===== src/rtl/id_pkg.sv =====
`default_nettype none
// ============================================================================
// Module      : id_pkg
// Description : Shared types and opcode constants for the instruction-decode
//               front end (id_decode and id_jump_unit).
// Revision    : 1.0 - initial release
// ============================================================================
package id_pkg;

    // One ROM word / one PC value
    typedef logic [15:0] word_t;

    // Boot sequencer states: BOOT loads the PC, FILL waits for ROM data,
    // RUN consumes live ROM words
    typedef enum logic [1:0] {
        BOOT = 2'd0,
        FILL = 2'd1,
        RUN  = 2'd2
    } state_t;

    // Jump opcodes (instruction bits [15:12])
    localparam logic [3:0] OP_JMP = 4'hF;
    localparam logic [3:0] OP_JR  = 4'hE;

endpackage
`default_nettype wire


===== src/rtl/id_jump_unit.sv =====
`default_nettype none
// ============================================================================
// Module      : id_jump_unit
// Description : Combinational jump decoder. Flags unconditional jumps in the
//               ROM word and computes their target from the word's address.
//               Macro ID_DECODE_REL_JUMP_EN enables the PC-relative JR form
//               (opcode 4'hE); without it 4'hE is an ordinary instruction.
// Revision    : 1.0 - initial release
// ============================================================================
module id_jump_unit
    import id_pkg::*;
(
    input  word_t instrucao,
    input  word_t pc_d,
    output logic  is_jump,
    output word_t target
);

    logic [3:0] w_opcode;
    assign w_opcode = instrucao[15:12];

`ifdef ID_DECODE_REL_JUMP_EN
    // Relative target wraps modulo 2^16
    word_t w_rel_target;
    assign w_rel_target = pc_d + {{4{instrucao[11]}}, instrucao[11:0]};
`else
    // Only the page bits of the address feed the absolute jump
    logic w_unused_pc_low;
    assign w_unused_pc_low = ^pc_d[11:0];
`endif

    // Classify the word and select the matching jump target
    always_comb begin
        is_jump = 1'b0;
        target  = '0;
        if (w_opcode == OP_JMP) begin
            is_jump = 1'b1;
            target  = {pc_d[15:12], instrucao[11:0]};
        end
`ifdef ID_DECODE_REL_JUMP_EN
        else if (w_opcode == OP_JR) begin
            is_jump = 1'b1;
            target  = w_rel_target;
        end
`endif
    end

endmodule
`default_nettype wire


===== src/rtl/id_decode.sv =====
`default_nettype none
// ============================================================================
// Module      : id_decode
// Description : Decode front end after fetch. Holds the IF/ID register with a
//               valid/ready handshake, sequences boot (the PC has no reset),
//               decodes unconditional jumps and steers the PC and ROM enables.
//               Macro ID_DECODE_REL_JUMP_EN enables the relative JR jump.
// Revision    : 1.0 - initial release
// ============================================================================
module id_decode
    import id_pkg::*;
#(
    parameter logic [15:0] RESET_VECTOR = 16'h0000
)
(
    input  logic       clock,
    input  logic       reset_n,
    input  word_t      instrucao,
    input  word_t      pc_out,
    output logic       controle_PC,
    output logic       habJump,
    output word_t      jumpPC,
    output logic       Rom_sink_ren,
    output logic       Rom_sink_cen,
    input  logic       id_ready,
    output logic       id_valid,
    output word_t      id_instr,
    output word_t      id_pc,
    output logic [3:0] id_opcode,
    output logic [3:0] id_rd,
    output logic [3:0] id_rs,
    output logic [3:0] id_rt,
    output word_t      id_imm
);

    state_t r_state;
    logic   r_id_valid;
    word_t  r_id_instr;
    word_t  r_id_pc;
    word_t  r_pc_d;

    logic   w_load_en;
    logic   w_is_jump;
    word_t  w_target;
    logic   w_hab;
    word_t  w_jpc;
    logic   w_adv;

    // The IF/ID register can take a new word when empty or being drained
    assign w_load_en = !r_id_valid || id_ready;

    id_jump_unit u_jump (
        .instrucao (instrucao),
        .pc_d      (r_pc_d),
        .is_jump   (w_is_jump),
        .target    (w_target)
    );

    // PC steering and ROM enable from the current state and handshake
    always_comb begin
        w_hab = 1'b0;
        w_jpc = '0;
        w_adv = 1'b0;
        case (r_state)
            BOOT: begin
                w_hab = 1'b1;
                w_jpc = RESET_VECTOR;
            end
            FILL: begin
                w_adv = w_load_en;
            end
            RUN: begin
                w_adv = w_load_en;
                if (w_load_en && w_is_jump) begin
                    w_hab = 1'b1;
                    w_jpc = w_target;
                end
            end
            default: begin
                w_adv = 1'b0;
            end
        endcase
    end

    // Gating with reset_n makes every output drop to its reset value at once
    assign habJump      = reset_n & w_hab;
    assign jumpPC       = reset_n ? w_jpc : '0;
    assign controle_PC  = reset_n & w_adv;
    assign Rom_sink_ren = reset_n & w_adv;
    assign Rom_sink_cen = reset_n;

    // Boot sequencing, fetch-address tracking and IF/ID register
    always_ff @(posedge clock or negedge reset_n) begin
        if (!reset_n) begin
            r_state    <= BOOT;
            r_id_valid <= 1'b0;
            r_id_instr <= '0;
            r_id_pc    <= '0;
            r_pc_d     <= '0;
        end else begin
            // pc_d follows the address whose data the ROM returns next cycle
            if (w_adv) begin
                r_pc_d <= pc_out;
            end
            case (r_state)
                BOOT: begin
                    r_state <= FILL;
                end
                FILL: begin
                    // ROM output is stale here: inject a bubble
                    if (w_load_en) begin
                        r_state    <= RUN;
                        r_id_valid <= 1'b0;
                    end
                end
                RUN: begin
                    if (w_load_en) begin
                        r_id_instr <= instrucao;
                        r_id_pc    <= r_pc_d;
                        r_id_valid <= 1'b1;
                        // Squash the word fetched behind a taken jump
                        if (w_is_jump) begin
                            r_state <= FILL;
                        end
                    end
                end
                default: begin
                    r_state <= BOOT;
                end
            endcase
        end
    end

    assign id_valid  = r_id_valid;
    assign id_instr  = r_id_instr;
    assign id_pc     = r_id_pc;
    assign id_opcode = r_id_instr[15:12];
    assign id_rd     = r_id_instr[11:8];
    assign id_rs     = r_id_instr[7:4];
    assign id_rt     = r_id_instr[3:0];
    assign id_imm    = {{8{r_id_instr[7]}}, r_id_instr[7:0]};

endmodule
`default_nettype wire


===== config.mk =====
export PLATFORM = sky130hd
export DESIGN_NAME = id_decode
export DESIGN_NICKNAME = d
export VERILOG_FILES = /design/src/rtl/id_pkg.sv /design/src/rtl/id_jump_unit.sv /design/src/rtl/id_decode.sv
export SDC_FILE = /design/constraint.sdc
export NUM_CORES = 1
export LEC_CHECK = 0
export CORE_MARGIN = 1
export CORE_UTILIZATION = 37
export CTS_CLUSTER_SIZE = 25
export DETAILED_ROUTE_END_ITERATION = 8
export PLACE_DENSITY = 0.77
export SYNTH_ARGS = -nofsm -noshare
export SYNTH_HDL_FRONTEND = slang
export SYNTH_SLANG_ARGS = --single-unit

===== constraint.sdc =====
create_clock -name clock -period 1.7 [get_ports clock]
set_input_delay 0.17 -clock clock [delete_from_list [all_inputs] [get_ports clock]]
set_output_delay 0.17 -clock clock [all_outputs]
set_load 0.02 [all_outputs]

==> results of run 1 <==
==> repair_timing <==
item                                    in CTS  in global routing
endpoints found under the hold margin       21                  0
endpoints found under the setup margin      35                 35
pin swaps                                    1                  2
setup buffers                                3                  0
cloned                                       3                  0
gates resized for setup                     86                 35
hold buffers                                 2                  0
==> synthesized netlist by cell type <==
master     number  share of area [%]
dfrtp_1        51                 52
mux2_2         45                 20
buf_4          37                 11
and3_1         10                2.5
and3_2          7                2.1
ha_1            3                1.5
inv_1           3               0.46
mux2_4          3                1.8
buf_6           2               0.91
clkbuf_1        2               0.30
nand2_2         2               0.51
nand2b_1        2               0.51
a221o_1         1               0.40
a22o_1          1               0.35
a311oi_1        1               0.35
a31oi_1         1               0.25
and2_1          1               0.25
and2_4          1               0.35
and4_1          1               0.35
buf_8           1               0.61
bufbuf_16       1                1.3
mux2i_1         1               0.40
nand3b_1        1               0.30
nor2b_1         1               0.25
nor3b_1         1               0.30
o21ai_0         1               0.20
o22ai_1         1               0.25
==> critical path, stage by stage (launching register included) <==
cell     delay [ps]
dfrtp_1         380
inv_2            70
buf_4           150
ha_4            260
and3_2          190
buf_4           140
==> routing by layer <==
| metal | GRT usage, % | wire [um] |
|---|---|---|
| met5 | 0 | 0 |
| met4 | 4.47 | 82 |
| met3 | 4.65 | 363 |
| met2 | 30.7 | 3110 |
| met1 | 21.0 | 2280 |
==> cell families after synthesis <==
| kind of cell | after synthesis | synth area share [%] |
|---|---|---|
| and+or+nand+nor | 27 | 7.49 |
| DFF | 51 | 51.6 |
| AOI/OAI and AO/OA | 6 | 1.82 |
| muxes | 49 | 22.7 |
| buffers and inverters | 46 | 14.8 |
| adders and majority gates | 3 | 1.52 |
==> sequential cells by signal (all words and copies together), names as in the netlist <==
register  flops
id_instr     16
id_pc        16
id_valid      1
r_pc_d       16
r_state       2
==> metrics by stage <==
stage	util (%)	setup WS, ps
after detailed placement	56.6	-470
after floorplan	-	11.1
after CTS	59.2	6.86
final	60.9	45.4
after global routing	60.9	-42.0
after global placement	56.6	-461
==> where the power goes <==
group / internal (mW) / switching [mW] / total (mW)
logic: 2.91 / 2.28 / 5.19
registers: 1.86 / 0.424 / 2.28
clock network: 0.588 / 0.382 / 0.971
total: 5.36 / 3.08 / 8.44
==> cell type report <==
class | count | area, um^2 | area share, %
inverters | 3 | 11.3 | 0.290
multi-input cells | 87 | 911 | 23.4
flip-flops and latches | 51 | 1280 | 32.9
well taps | 77 | 96.3 | 2.48
repair buffers | 145 | 1460 | 37.5
clock buffers | 6 | 72.6 | 1.87
clock inverters | 2 | 60.1 | 1.55
==> worst paths after layout <==
| check | from | endpoint | slack [ps] | depth (start not counted) |
|---|---|---|---|---|
| max in group asynchronous | reset_n | id_instr[7]$_DFFE_PN0P_ | 1030 | 3 |
| min | reset_n | id_pc[15]$_DFFE_PN0P_ | 60 | 3 |
| max reg2reg | r_state[0]$_DFFE_PN0P_ | id_pc[0]$_DFFE_PN0P_ | 50 | 7 |
| min in group clock | pc_out[11] | r_pc_d[11]$_DFFE_PN0P_ | 480 | 2 |
| max | r_state[0]$_DFFE_PN0P_ | Rom_sink_ren | 50 | 5 |
| min reg2reg | r_pc_d[10]$_DFFE_PN0P_ | id_pc[10]$_DFFE_PN0P_ | 500 | 1 |
==> load_flow_metrics.sql, run 1 <==
INSERT INTO impl_metrics (metric_group, metric, value, unit) VALUES
('drt', 'drt-total-wl', '5.84', 'mm'),
('drt', 'firstDrtPassIters', '4', ''),
('drt', 'vias_per_cell', '4.79', ''),
('clock_tree', 'clock_tree.root_cell', 'clkbuf_8', ''),
('global_route', 'globalRouteOverflowTotal', '0', ''),
('global_route', 'first_global_vias', '1784', ''),
('critical_path', 'crit_path_end_kind', 'primary output', ''),
('finish', 'insertedDiodeCount', '0', ''),
('floorplanning', 'io_pins', '120', ''),
('clock_tree', 'tritoncts.num_buffers', '5', ''),
('floorplanning', 'area_of_the_core', '6390', 'um^2'),
('yosys', 'synth-warning-count', '0', ''),
('floorplanning', 'rows', '29', ''),
('global_route', 'antenna_found_initial', '0', ''),
('clock_tree', 'clk_pin_slew_worst_paths', '100', 'ps'),
('critical_path', 'worstPathMaxFanout', '2', ''),
('drt', 'wire_per_inst', '15.7', 'um'),
('timing', 'crit_share_post_route', '97.3', '%'),
('power_and_ir_drop', 'power-per-cell-area', '2170', 'nW/um^2'),
('placed_design', 'numPortBuffers', '119', ''),
('run', 'total_of_max_cap_violations', '0', ''),
('yosys', 'post_synth_num_cell_types', '27', ''),
('floorplanning', 'die_height', '83.7', 'um'),
('timing', 'worst_slew_pin_slew', '383', 'ps'),
('power_and_ir_drop', 'leakagePower', '1.71', 'nW'),
('global_route', 'grt_start_max_net_pins', '31', ''),
('clock_tree', 'tritoncts', 'built', ''),
('power_and_ir_drop', 'fin_total_pwr', '8.44', 'mW'),
('finish', 'post_route_cell_area', '3890', 'um^2'),
('yosys', 'syn-mean-instance-area', '13.6', 'um^2'),
('drt', 'initialDrtViolationCount', '28', ''),
('finish', 'post_synthesis_to_final_layout_area_growth', '57.2', '%'),
('drt', 'routed-via-count', '1778', ''),
('finish', 'post_route_cells_drive_above_1_share', '42.9', '%'),
('finish', 'final_instance_count_without_filler_cells', '371', ''),
('status', 'run_status', 'completed', ''),
('global_route', 'overall_global_routing_usage', '17.4', '%'),
('global_route', 'grt_pass1_wl', '9.57', 'mm'),
('finish', 'layout_commonest_cell', 'clkdlybuf4s50_1', ''),
('timing', 'fmaxAchievable', '604', 'MHz'),
('yosys', 'syn-num-nets', '220', ''),
('yosys', 'yosys_register_bits', '51', ''),
('yosys', 'syn_area', '2470', 'um^2'),
('critical_path', 'worstPathRequired', '1530', 'ps'),
('critical_path', 'path_class', 'register to primary output', ''),
('timing', 'clock-skew-final', '12.3', 'ps'),
('finish', 'nets', '331', ''),
('floorplanning', 'floorplan.initialDensity', '38.7', '%'),
('clock_tree', 'worstSkewPairLatency', '300', 'ps'),
('placed_design', 'gp_congestion', '0.713', ''),
('critical_path', 'crit_arrival', '1480', 'ps'),
('finish', 'fill_cell_instance_count_of_the_final_layout', '541', ''),
('timing', 'fin_worst_hold_slack', '57.4', 'ps'),
('drt', 'drtAntennaViolNets', '0', ''),
('clock_tree', 'cts.htree.levels', '2', ''),
('placed_design', 'placed_cells', '355', ''),
('floorplanning', 'chipWidth', '83.7', 'um'),
('min_path', 'min_path_type', 'input pin to asynchronous set/reset pin', ''),
('timing', 'drv_slew', '0', ''),
('placed_design', 'dpl.hpwl', '4.20', 'mm'),
('timing', 'timing.final.crit_period', '1650', 'ps'),
('drt', 'post_detailed_route_drc_marker_count', '0', ''),
('timing', 'grt_setup_unrepaired', 'yes', ''),
('power_and_ir_drop', 'peakVddDrop', '0.00116', 'V'),
('critical_path', 'startpoint_type', 'register', ''),
('timing', 'relative_slew_margins', '74.5', '%'),
('yosys', 'synth_cells', '182', ''),
('finish', 'final_cell_mix', 'clkdlybuf4s50_1, dfrtp_1, mux2_2', ''),
('timing', 'final_hold_viol_count', '0', ''),
('floorplanning', 'die_area', '7010', 'um^2'),
('clock_tree', 'cts-root-to-sink-buffers', '2', ''),
('timing', 'fin_setup_tns', '0', 'ps'),
('yosys', 'synth.yosys.seq_area_share', '51.6', '%'),
('timing', 'setup-violations-final', '0', ''),
('placed_design', 'post_dp_cell_area', '3610', 'um^2'),
('clock_tree', 'clkSinkCount', '51', '');
Power figures use the tool's default switching activity.
==> inputs of run 2 (changes only) <==
- SKIP_CTS_REPAIR_TIMING: not set -> 1
==> run 2 against run 1 <==
Compared with the run above:
- the run now ends with negative setup slack left
- via count down 0.62%
- wire length down 2.6%
- cell count up 0.54%
- worst hold slack better by 310 ps
- first-iteration DRC count down 11%
- maximum frequency down 7.5%
- setup slack worse by 130 ps
- critical path depth up 1
- design area down 0.71%
==> load_flow_metrics.sql, run 2 (same netlist as run 1, synthesis figures left out) <==
INSERT INTO impl_metrics (metric_group, metric, value, unit) VALUES
('status', 'run_status', 'finished, violations left', ''),
('status', 'violations_in_the_final_reports', 'negative setup slack', ''),
('power_and_ir_drop', 'total_switching_power', '3.01', 'mW'),
('finish', 'insertedDiodeCount', '0', ''),
('finish', 'post_synthesis_to_final_layout_area_growth', '56.1', '%'),
('finish', 'final_cell_mix', 'clkdlybuf4s50_1, dfrtp_1, mux2_2', ''),
('timing', 'drv_slew', '0', ''),
('critical_path', 'crit_family', 'simple AND/OR/NAND/NOR gates', ''),
('critical_path', 'worstPathMaxFanout', '6', ''),
('clock_tree', 'tritoncts', 'built', ''),
('clock_tree', 'cts-root-to-sink-buffers', '2', ''),
('power_and_ir_drop', 'p_comb_share', '60.7', '%'),
('global_route', 'grt_pass1_wl', '8.89', 'mm'),
('global_route', 'globalRouteMet1Util', '18.5', '%'),
('placed_design', 'dpl.hpwl', '4.20', 'mm'),
('power_and_ir_drop', 'leakagePower', '1.71', 'nW'),
('clock_tree', 'clkSinkCount', '51', ''),
('finish', 'nets', '333', ''),
('placed_design', 'placed_cells', '355', ''),
('drt', 'post_detailed_route_drc_marker_count', '0', ''),
('critical_path', 'critPathMaxStageDelay', '390', 'ps'),
('global_route', 'antenna_found_initial', '0', ''),
('timing', 'clock-skew-final', '13.1', 'ps'),
('critical_path', 'startpoint_of_the_worst_slack_reg_to_reg_timing_path', 'r_state[0]$_DFFE_PN0P_', ''),
('critical_path', 'timing.rr.end', 'r_pc_d[3]$_DFFE_PN0P_', ''),
('finish', 'layout_commonest_cell', 'clkdlybuf4s50_1', ''),
('global_route', 'globalRouteOverflowTotal', '0', ''),
('min_path', 'min_path_type', 'input pin to asynchronous set/reset pin', ''),
('timing', 'final_hold_viol_count', '0', ''),
('critical_path', 'worst_path_max_delay_cell', 'dfrtp_1', ''),
('critical_path', 'worst-path-buf-inv', '3', ''),
('global_route', 'first_global_vias', '1764', ''),
('finish', 'final_instance_count_without_filler_cells', '373', ''),
('critical_path', 'timing.reg2reg.worst_path_depth', '7', ''),
('global_route', 'overall_global_routing_usage', '16.0', '%'),
('floorplanning', 'floorplan.initialDensity', '38.7', '%'),
('floorplanning', 'area_of_the_core', '6390', 'um^2'),
('critical_path', 'startpoint_type', 'register', ''),
('timing', 'fin_worst_hold_slack', '372', 'ps'),
('power_and_ir_drop', 'swShare', '36.4', '%'),
('finish', 'post_route_cell_area', '3860', 'um^2'),
('power_and_ir_drop', 'sequentialPowerShare', '27.6', '%'),
('critical_path', 'ff2ff_setup_slack', '50', 'ps'),
('drt', 'initialDrtViolationCount', '25', ''),
('timing', 'relative_slew_margins', '75.0', '%'),
('timing', 'fmaxAchievable', '559', 'MHz'),
('run', 'total_of_max_cap_violations', '0', ''),
('global_route', 'groute.layer.met2.usage', '28.2', '%'),
('floorplanning', 'io_pins', '120', ''),
('global_route', 'grt_use_met3', '4.85', '%'),
('power_and_ir_drop', 'peakVddDrop', '0.00119', 'V'),
('critical_path', 'crit_path_end_kind', 'primary output', ''),
('clock_tree', 'clock_tree.root_cell', 'clkbuf_8', ''),
('global_route', 'grt_most_used_layer', 'met2', ''),
('timing', 'grt_setup_unrepaired', 'yes', ''),
('drt', 'drt-total-wl', '5.68', 'mm'),
('floorplanning', 'die_height', '83.7', 'um'),
('clock_tree', 'worstSkewPairLatency', '300', 'ps'),
('finish', 'post_route_cells_drive_above_1_share', '43.9', '%'),
('clock_tree', 'tritoncts.num_buffers', '5', ''),
('drt', 'vias_per_cell', '4.74', ''),
('placed_design', 'post_dp_cell_area', '3610', 'um^2'),
('drt', 'wire_per_inst', '15.2', 'um'),
('clock_tree', 'cts.htree.levels', '2', ''),
('critical_path', 'path_class', 'register to primary output', ''),
('timing', 'postLayoutSetupSlackWorst', '-88.4', 'ps'),
('timing', 'worst_slew_pin_slew', '374', 'ps'),
('floorplanning', 'rows', '29', ''),
('timing', 'timing.final.crit_period', '1790', 'ps'),
('floorplanning', 'chipWidth', '83.7', 'um'),
('drt', 'routed-via-count', '1767', ''),
('critical_path', 'worstPathRequired', '1530', 'ps'),
('critical_path', 'timing.critical_path.cells', 'inv_2 -> ha_4 -> buf_4 -> and2_2 -> and3_2 -> clkbuf_2', ''),
('timing', 'setup-violations-final', '13', ''),
('timing', 'crit_share_post_route', '105', '%'),
('drt', 'drtAntennaViolNets', '0', ''),
('clock_tree', 'clk_pin_slew_worst_paths', '100', 'ps'),
('finish', 'post-route-util', '60.4', '%'),
('floorplanning', 'die_area', '7010', 'um^2'),
('drt', 'firstDrtPassIters', '4', ''),
('critical_path', 'crit_arrival', '1620', 'ps'),
('power_and_ir_drop', 'internal_power', '5.25', 'mW'),
('power_and_ir_drop', 'power.share.clock', '11.8', '%'),
('placed_design', 'gp_congestion', '0.713', ''),
('power_and_ir_drop', 'fin_total_pwr', '8.26', 'mW'),
('placed_design', 'numPortBuffers', '119', ''),
('global_route', 'grt_start_max_net_pins', '31', ''),
('power_and_ir_drop', 'power-per-cell-area', '2140', 'nW/um^2');
run 2: cell types whose count changed in the layout (fill, tap and decap cells not counted):
cell / change
nand2_8: -1
and2_4: -1
clkbuf_2: +4
buf_2: +2
a31oi_1: -1
buf_16: -1
buf_4: -2
dlygate4sd3_1: -1
nand2_2: +1
a31oi_2: +1
buf_6: +1
run 2: area by class of cell:
type	instances	area, um^2
Fill cell	545	2530
Clock buffer	6	72.6
Tap cell	77	96.3
Sequential cell	51	1280
Multi-Input combinational cell	86	895
Inverter	3	11.3
Timing Repair Buffer	148	1450
Clock inverter	2	60.1
run 2: worst reg2reg max path, cell delays in order, from the launching register on:
cell	delay, ps
dfrtp_1	390
inv_2	70
buf_4	140
ha_4	230
buf_4	140
nand2_2	70
buf_12	160
mux2_2	340
run 2: per-stage QoR:
| stage | setup slack, ps | setup TNS, ps |
|---|---|---|
| 3_5_place_dp | -470 | -7920 |
| 3_3_place_gp | -461 | -7720 |
| 6_report | -88.4 | -736 |
| 4_1_cts | -529 | -9690 |
| 2_1_floorplan | 11.1 | 0 |
| 5_1_grt | -136 | -1440 |
run 2: layer usage:
metal	routed length [um]	part of all wire (%)	vias to the layer above
li1	-	-	818
met1	2160	38	863
met2	3060	54	79
met3	392	6.9	7
met4	69	1.2	0
met5	0	0	-
run 2: worst max-delay path by stage:
stage / to / from / cells after the start
2_1_floorplan: jumpPC[10] / r_state[0]$_DFFE_PN0P_ / 7
3_5_place_dp: jumpPC[3] / instrucao[15] / 6
5_1_grt: jumpPC[5] / r_state[0]$_DFFE_PN0P_ / 7
4_1_cts: jumpPC[1] / r_state[0]$_DFFE_PN0P_ / 5
3_3_place_gp: jumpPC[3] / instrucao[14] / 6
6_report: jumpPC[12] / r_state[0]$_DFFE_PN0P_ / 6
run 2: power groups by stage:
| stage | Sequential [mW] | Clock (mW) | Combinational (mW) |
|---|---|---|---|
| after global routing | 2.38 | 1.06 | 5.27 |
| after detailed placement | 2.30 | 0 | 4.83 |
| after global placement | 2.27 | 0 | 4.74 |
| after CTS | 2.28 | 1.01 | 4.84 |
| after floorplan | 2.72 | 0 | 2.71 |
| final | 2.28 | 0.971 | 5.01 |
==> inputs of run 3 (changes only) <==
- CORE_ASPECT_RATIO: not set -> 0.9
==> run 3 against run 2 <==
Compared with the run above:
- setup slack improved by 88 ps
- first-iteration DRC count increased by 100%
- wire length increased by 2.0%
- the flow still finishes with violations (negative setup slack)
- sequential share of layout area increased by 0.77 points
- highest routed layer unchanged
- via count decreased by 1.4%
- non-clock buffer count decreased by 6
- worst hold slack got worse by 360 ps
- largest cell class unchanged
- clock power increased by 0.7%
==> load_flow_metrics.sql, run 3 (same netlist as run 1, synthesis figures left out) <==
INSERT INTO impl_metrics (metric_group, metric, value, unit) VALUES
('status', 'run_status', 'finished, violations left', ''),
('status', 'violations_in_the_final_reports', 'negative setup slack', ''),
('finish', 'post_route_cell_area', '3770', 'um^2'),
('finish', 'layout_commonest_cell', 'clkdlybuf4s50_1', ''),
('drt', 'wire_per_inst', '15.4', 'um'),
('global_route', 'globalRouteMet1Util', '19.7', '%'),
('floorplanning', 'chipWidth', '88.2', 'um'),
('critical_path', 'path_class', 'input pin to primary output', ''),
('placed_design', 'post_dp_cell_area', '3610', 'um^2'),
('timing', 'fmaxAchievable', '588', 'MHz'),
('critical_path', 'timing.reg2reg.worst_path_depth', '6', ''),
('timing', 'final_hold_viol_count', '0', ''),
('global_route', 'grt_most_used_layer', 'met2', ''),
('floorplanning', 'io_pins', '120', ''),
('global_route', 'antenna_found_initial', '0', ''),
('timing', 'crit_share_post_route', '100', '%'),
('critical_path', 'worstPathMaxFanout', '6', ''),
('clock_tree', 'cts-root-to-sink-buffers', '2', ''),
('clock_tree', 'tritoncts', 'built', ''),
('floorplanning', 'die_height', '79.6', 'um'),
('drt', 'post_detailed_route_drc_marker_count', '0', ''),
('global_route', 'grt_use_met3', '4.55', '%'),
('timing', 'setup-violations-final', '1', ''),
('finish', 'area_taken_by_multi_input_logic_gates', '872', 'um^2'),
('finish', 'fill_cell_instance_count_of_the_final_layout', '544', ''),
('placed_design', 'numPortBuffers', '119', ''),
('timing', 'grt_setup_unrepaired', 'yes', ''),
('power_and_ir_drop', 'power-per-cell-area', '2150', 'nW/um^2'),
('critical_path', 'startpoint_type', 'input pin', ''),
('global_route', 'grt_start_max_net_pins', '25', ''),
('finish', 'insertedDiodeCount', '0', ''),
('timing', 'relative_slew_margins', '76.5', '%'),
('power_and_ir_drop', 'leakagePower', '1.69', 'nW'),
('floorplanning', 'die_area', '7010', 'um^2'),
('global_route', 'globalRouteOverflowTotal', '0', ''),
('finish', 'post_synthesis_to_final_layout_area_growth', '52.5', '%'),
('finish', 'final_cell_mix', 'clkdlybuf4s50_1, dfrtp_1, mux2_2', ''),
('clock_tree', 'cts.htree.levels', '2', ''),
('critical_path', 'ff2ff_setup_slack', '70', 'ps'),
('finish', 'post_route_cells_drive_above_1_share', '41.7', '%'),
('placed_design', 'gp_congestion', '0.786', ''),
('floorplanning', 'area_of_the_core', '6280', 'um^2'),
('global_route', 'first_global_vias', '1678', ''),
('run', 'total_of_max_cap_violations', '0', ''),
('drt', 'initialDrtViolationCount', '50', ''),
('power_and_ir_drop', 'peakVddDrop', '0.00111', 'V'),
('timing', 'fin_worst_hold_slack', '10.7', 'ps'),
('timing', 'postLayoutSetupSlackWorst', '-0.149', 'ps'),
('global_route', 'overall_global_routing_usage', '16.0', '%'),
('timing', 'worst_slew_pin_slew', '352', 'ps'),
('drt', 'firstDrtPassIters', '4', ''),
('drt', 'drt-total-wl', '5.80', 'mm'),
('timing', 'drv_slew', '0', ''),
('critical_path', 'crit_arrival', '1530', 'ps'),
('clock_tree', 'clk_pin_slew_worst_paths', '90', 'ps'),
('global_route', 'groute.layer.met2.usage', '28.2', '%'),
('min_path', 'min_path_type', 'input pin to asynchronous set/reset pin', ''),
('clock_tree', 'worstSkewPairLatency', '290', 'ps'),
('clock_tree', 'clock_tree.root_cell', 'clkbuf_8', ''),
('drt', 'vias_per_cell', '4.62', ''),
('global_route', 'grt_pass1_wl', '8.61', 'mm'),
('clock_tree', 'tritoncts.num_buffers', '5', ''),
('critical_path', 'crit_path_end_kind', 'primary output', ''),
('drt', 'routed-via-count', '1742', ''),
('finish', 'nets', '327', ''),
('drt', 'drtAntennaViolNets', '0', ''),
('critical_path', 'worstPathRequired', '1530', 'ps'),
('timing', 'timing.final.crit_period', '1700', 'ps'),
('clock_tree', 'clkSinkCount', '51', ''),
('finish', 'regArea', '1280', 'um^2'),
('floorplanning', 'floorplan.initialDensity', '39.3', '%'),
('timing', 'clock-skew-final', '7.60', 'ps'),
('floorplanning', 'rows', '27', ''),
('placed_design', 'dpl.hpwl', '4.19', 'mm');
[run 3: per-layer routing]
metal / vias to the layer above / wire [um]
li1: 807 / -
met3: 2 / 417
met1: 862 / 2520
met4: 0 / 15
met5: - / 0
met2: 71 / 2850
[run 3: layout make-up]
type | count | area share [%]
tap | 87 | 2.89
inverter | 3 | 0.299
timing repair buffer | 142 | 36.2
multi-input combinational | 86 | 23.1
clock buffer | 5 | 1.82
clock inverter | 3 | 1.79
sequential | 51 | 33.9
[run 3: final timing paths]
check                                        from                       to
max                                 instrucao[15]                jumpPC[1]
min                                       reset_n    r_pc_d[2]$_DFFE_PN0P_
max reg2reg                r_state[1]$_DFFE_PN0P_   r_pc_d[14]$_DFFE_PN0P_
min reg2reg                r_pc_d[11]$_DFFE_PN0P_   r_pc_d[11]$_DFFE_PN0P_
max in group asynchronous                 reset_n  id_instr[7]$_DFFE_PN0P_
min in group clock                     pc_out[11]   r_pc_d[11]$_DFFE_PN0P_
[run 3: where the power goes]
group          total, mW  internal (mW)  switching [mW]
logic               4.87           2.70            2.17
registers           2.28           1.86           0.424
clock network      0.978          0.587           0.391
[run 3: through the flow]
| stage | TNS [ps] | setup slack, ps | power, mW | instances | utilization (%) |
|---|---|---|---|---|---|
| after floorplan | 0 | 11.1 | 5.43 | 182 | - |
| after global placement | -7590 | -437 | 7.05 | 365 | 57.5 |
| after global routing | -427 | -49.1 | 8.57 | 377 | 60.0 |
| final | -0.149 | -0.149 | 8.13 | 377 | 60.0 |
| after CTS | -9540 | -540 | 8.16 | 373 | 59.7 |
| after detailed placement | -8370 | -492 | 7.16 | 365 | 57.5 |
[run 3: worst max-delay path, cell delays in order]
cell and delay (ps):
clkdlybuf4s50_1 500, and4_4 250, and2_4 150, buf_4 120, and3_2 170, clkbuf_2 160
==> patch, RTL diff (config.mk and constraints of run 1) <==
The option `ID_DECODE_REL_JUMP_EN` is turned on by a define.
--- a/src/rtl/id_jump_unit.sv
+++ b/src/rtl/id_jump_unit.sv
@@ -7,6 +7,8 @@
 //               (opcode 4'hE); without it 4'hE is an ordinary instruction.
 // Revision    : 1.0 - initial release
 // ============================================================================
+`define ID_DECODE_REL_JUMP_EN
+
 module id_jump_unit
     import id_pkg::*;
 (
Formal check against the unedited RTL: not equivalent (Yosys sat finds a counterexample within 4 cycles, from zero or initial values and one cycle with reset_n low).
==> patch against run 1 <==
- combinational power grew 57%
- the flow now finishes with violations (negative hold slack, negative setup slack)
- via count grew 78%
- design area grew 46%
- sequential share of layout area shrank 10 points
- power grew 33%
- routed wire length grew 81%
- first-iteration DRC count grew to 3.4 times the old value
- critical path type unchanged
- global-route usage grew 3.3 points
- synthesized area grew 35%
- worst hold slack lost 0.14 ns
- sequential cell count is the same
- setup slack lost 1.2 ns
==> patch: results (changes against run 1) <==
Run status
  • Status: complete, but fails checks (was complete, no violations)
  • Violated checks: negative hold slack, negative setup slack

GRT
  • First-pass GRT wire length: 15,800 um (was 9570 um)
  • Met3 usage: 3.90% (was 4.65%)
  • Largest net degree at the start of global routing: 53 (was 31)

Synth
  • Synth area leaders: dfrtp_1, mux2_2, buf_4 (unchanged)
  • Synth Area in Compound Gates: 12.4% (was 1.82%)
  • Syn Area/Cell: 10.3 um2 (was 13.6 um2)
  • Register area share after synthesis: 38.2% (was 51.6%)
  • Post-Synth XOR/XNOR Area: 1.05% (was 0%)
  • Yosys cell types: 57 (was 27)
  • Post-Synth Adder-Cell Area: 7.72% (was 1.52%)
  • Syn nets: 378 (was 220)
  • Post-synthesis mux area share: 16.6% (was 22.7%)

Finish
  • # nets final: 547 (was 331)
  • Layout cells sized above 1: 49.3% (was 42.9%)
  • Layout fillers: 669 (was 541)

Power and ir drop
  • Max VDD drop: 1160 uV (about the same)
  • P_leak: 2.42 nW (was 1.71 nW)

Critical path
  • Worst setup path start: r_pc_d[0]$_DFFE_PN0P_ (was r_state[0]$_DFFE_PN0P_)
  • Crit-path leading delay family: compound AO/OA/AOI/OAI gates (was flip-flops)
  • Critical path fanouts, max: 3 (was 2)
  • Reg-to-Reg End: id_instr[4]$_DFFE_PN0P_ (was id_pc[0]$_DFFE_PN0P_)
  • Critical Path AT: 2.65 ns (was 1.48 ns)

Timing
  • Measured slew at the worst slew-check pin: 0.470 ns (was 0.383 ns)
  • Post-route setup slack: -1.12 ns (was 0.0454 ns)
  • Final setup fails: 17 (was 0)
  • Final Hold Fails: 51 (was 0)
  • Hold WS: -0.0823 ns (was 0.0574 ns)

Route
  • DRT met1 WL: 4370 um (was 2280 um)
  • Via count: 3,166 (was 1,778)
  • 1st-iter DRT viols: 96 (was 28)
  • Met2 WL: 5250 um (was 3110 um)

Place
  • Detailed placement HPWL: 6860 um (was 4200 um)
  • Post-Place Cells: 579 (was 355)
  • Post-Place Setup Slack: -1.54 ns (was -0.470 ns)
-- patch: changes by cell type after synthesis, sizes merged, moves of 12 or more --
| cell | delta |
|---|---|
| nor2 | +14 |
| ha | +16 |
| nand2 | +19 |
| o21ai | +12 |
| a21oi | +19 |
| and3 | -14 |
| nand3 | +12 |
-- patch: repair_timing --
| item | 4_1_cts | 5_1_grt |
|---|---|---|
| resized for setup | 146 | 39 |
| setup buffers | 8 | 7 |
| hold endpoints to repair | 51 | 51 |
| cloned | 1 | 0 |
| pin swaps | 27 | 27 |
| endpoints found under the setup margin | 48 | 63 |
-- patch: cell type report --
type / instances / area share (%)
repair buffers: 209 / 34.8
flip-flops and latches: 51 / 22.5
clock inverters: 2 / 0.220
multi-input cells: 212 / 37.9
well taps: 108 / 2.38
inverters: 13 / 0.902
clock buffers: 6 / 1.28
-- patch: where the power goes --
part / switching, mW / internal [mW] / leakage (nW)
sequential: 0.520 / 1.85 / 0.601
clock: 0.420 / 0.289 / 0.0412
combinational: 3.81 / 4.35 / 1.78
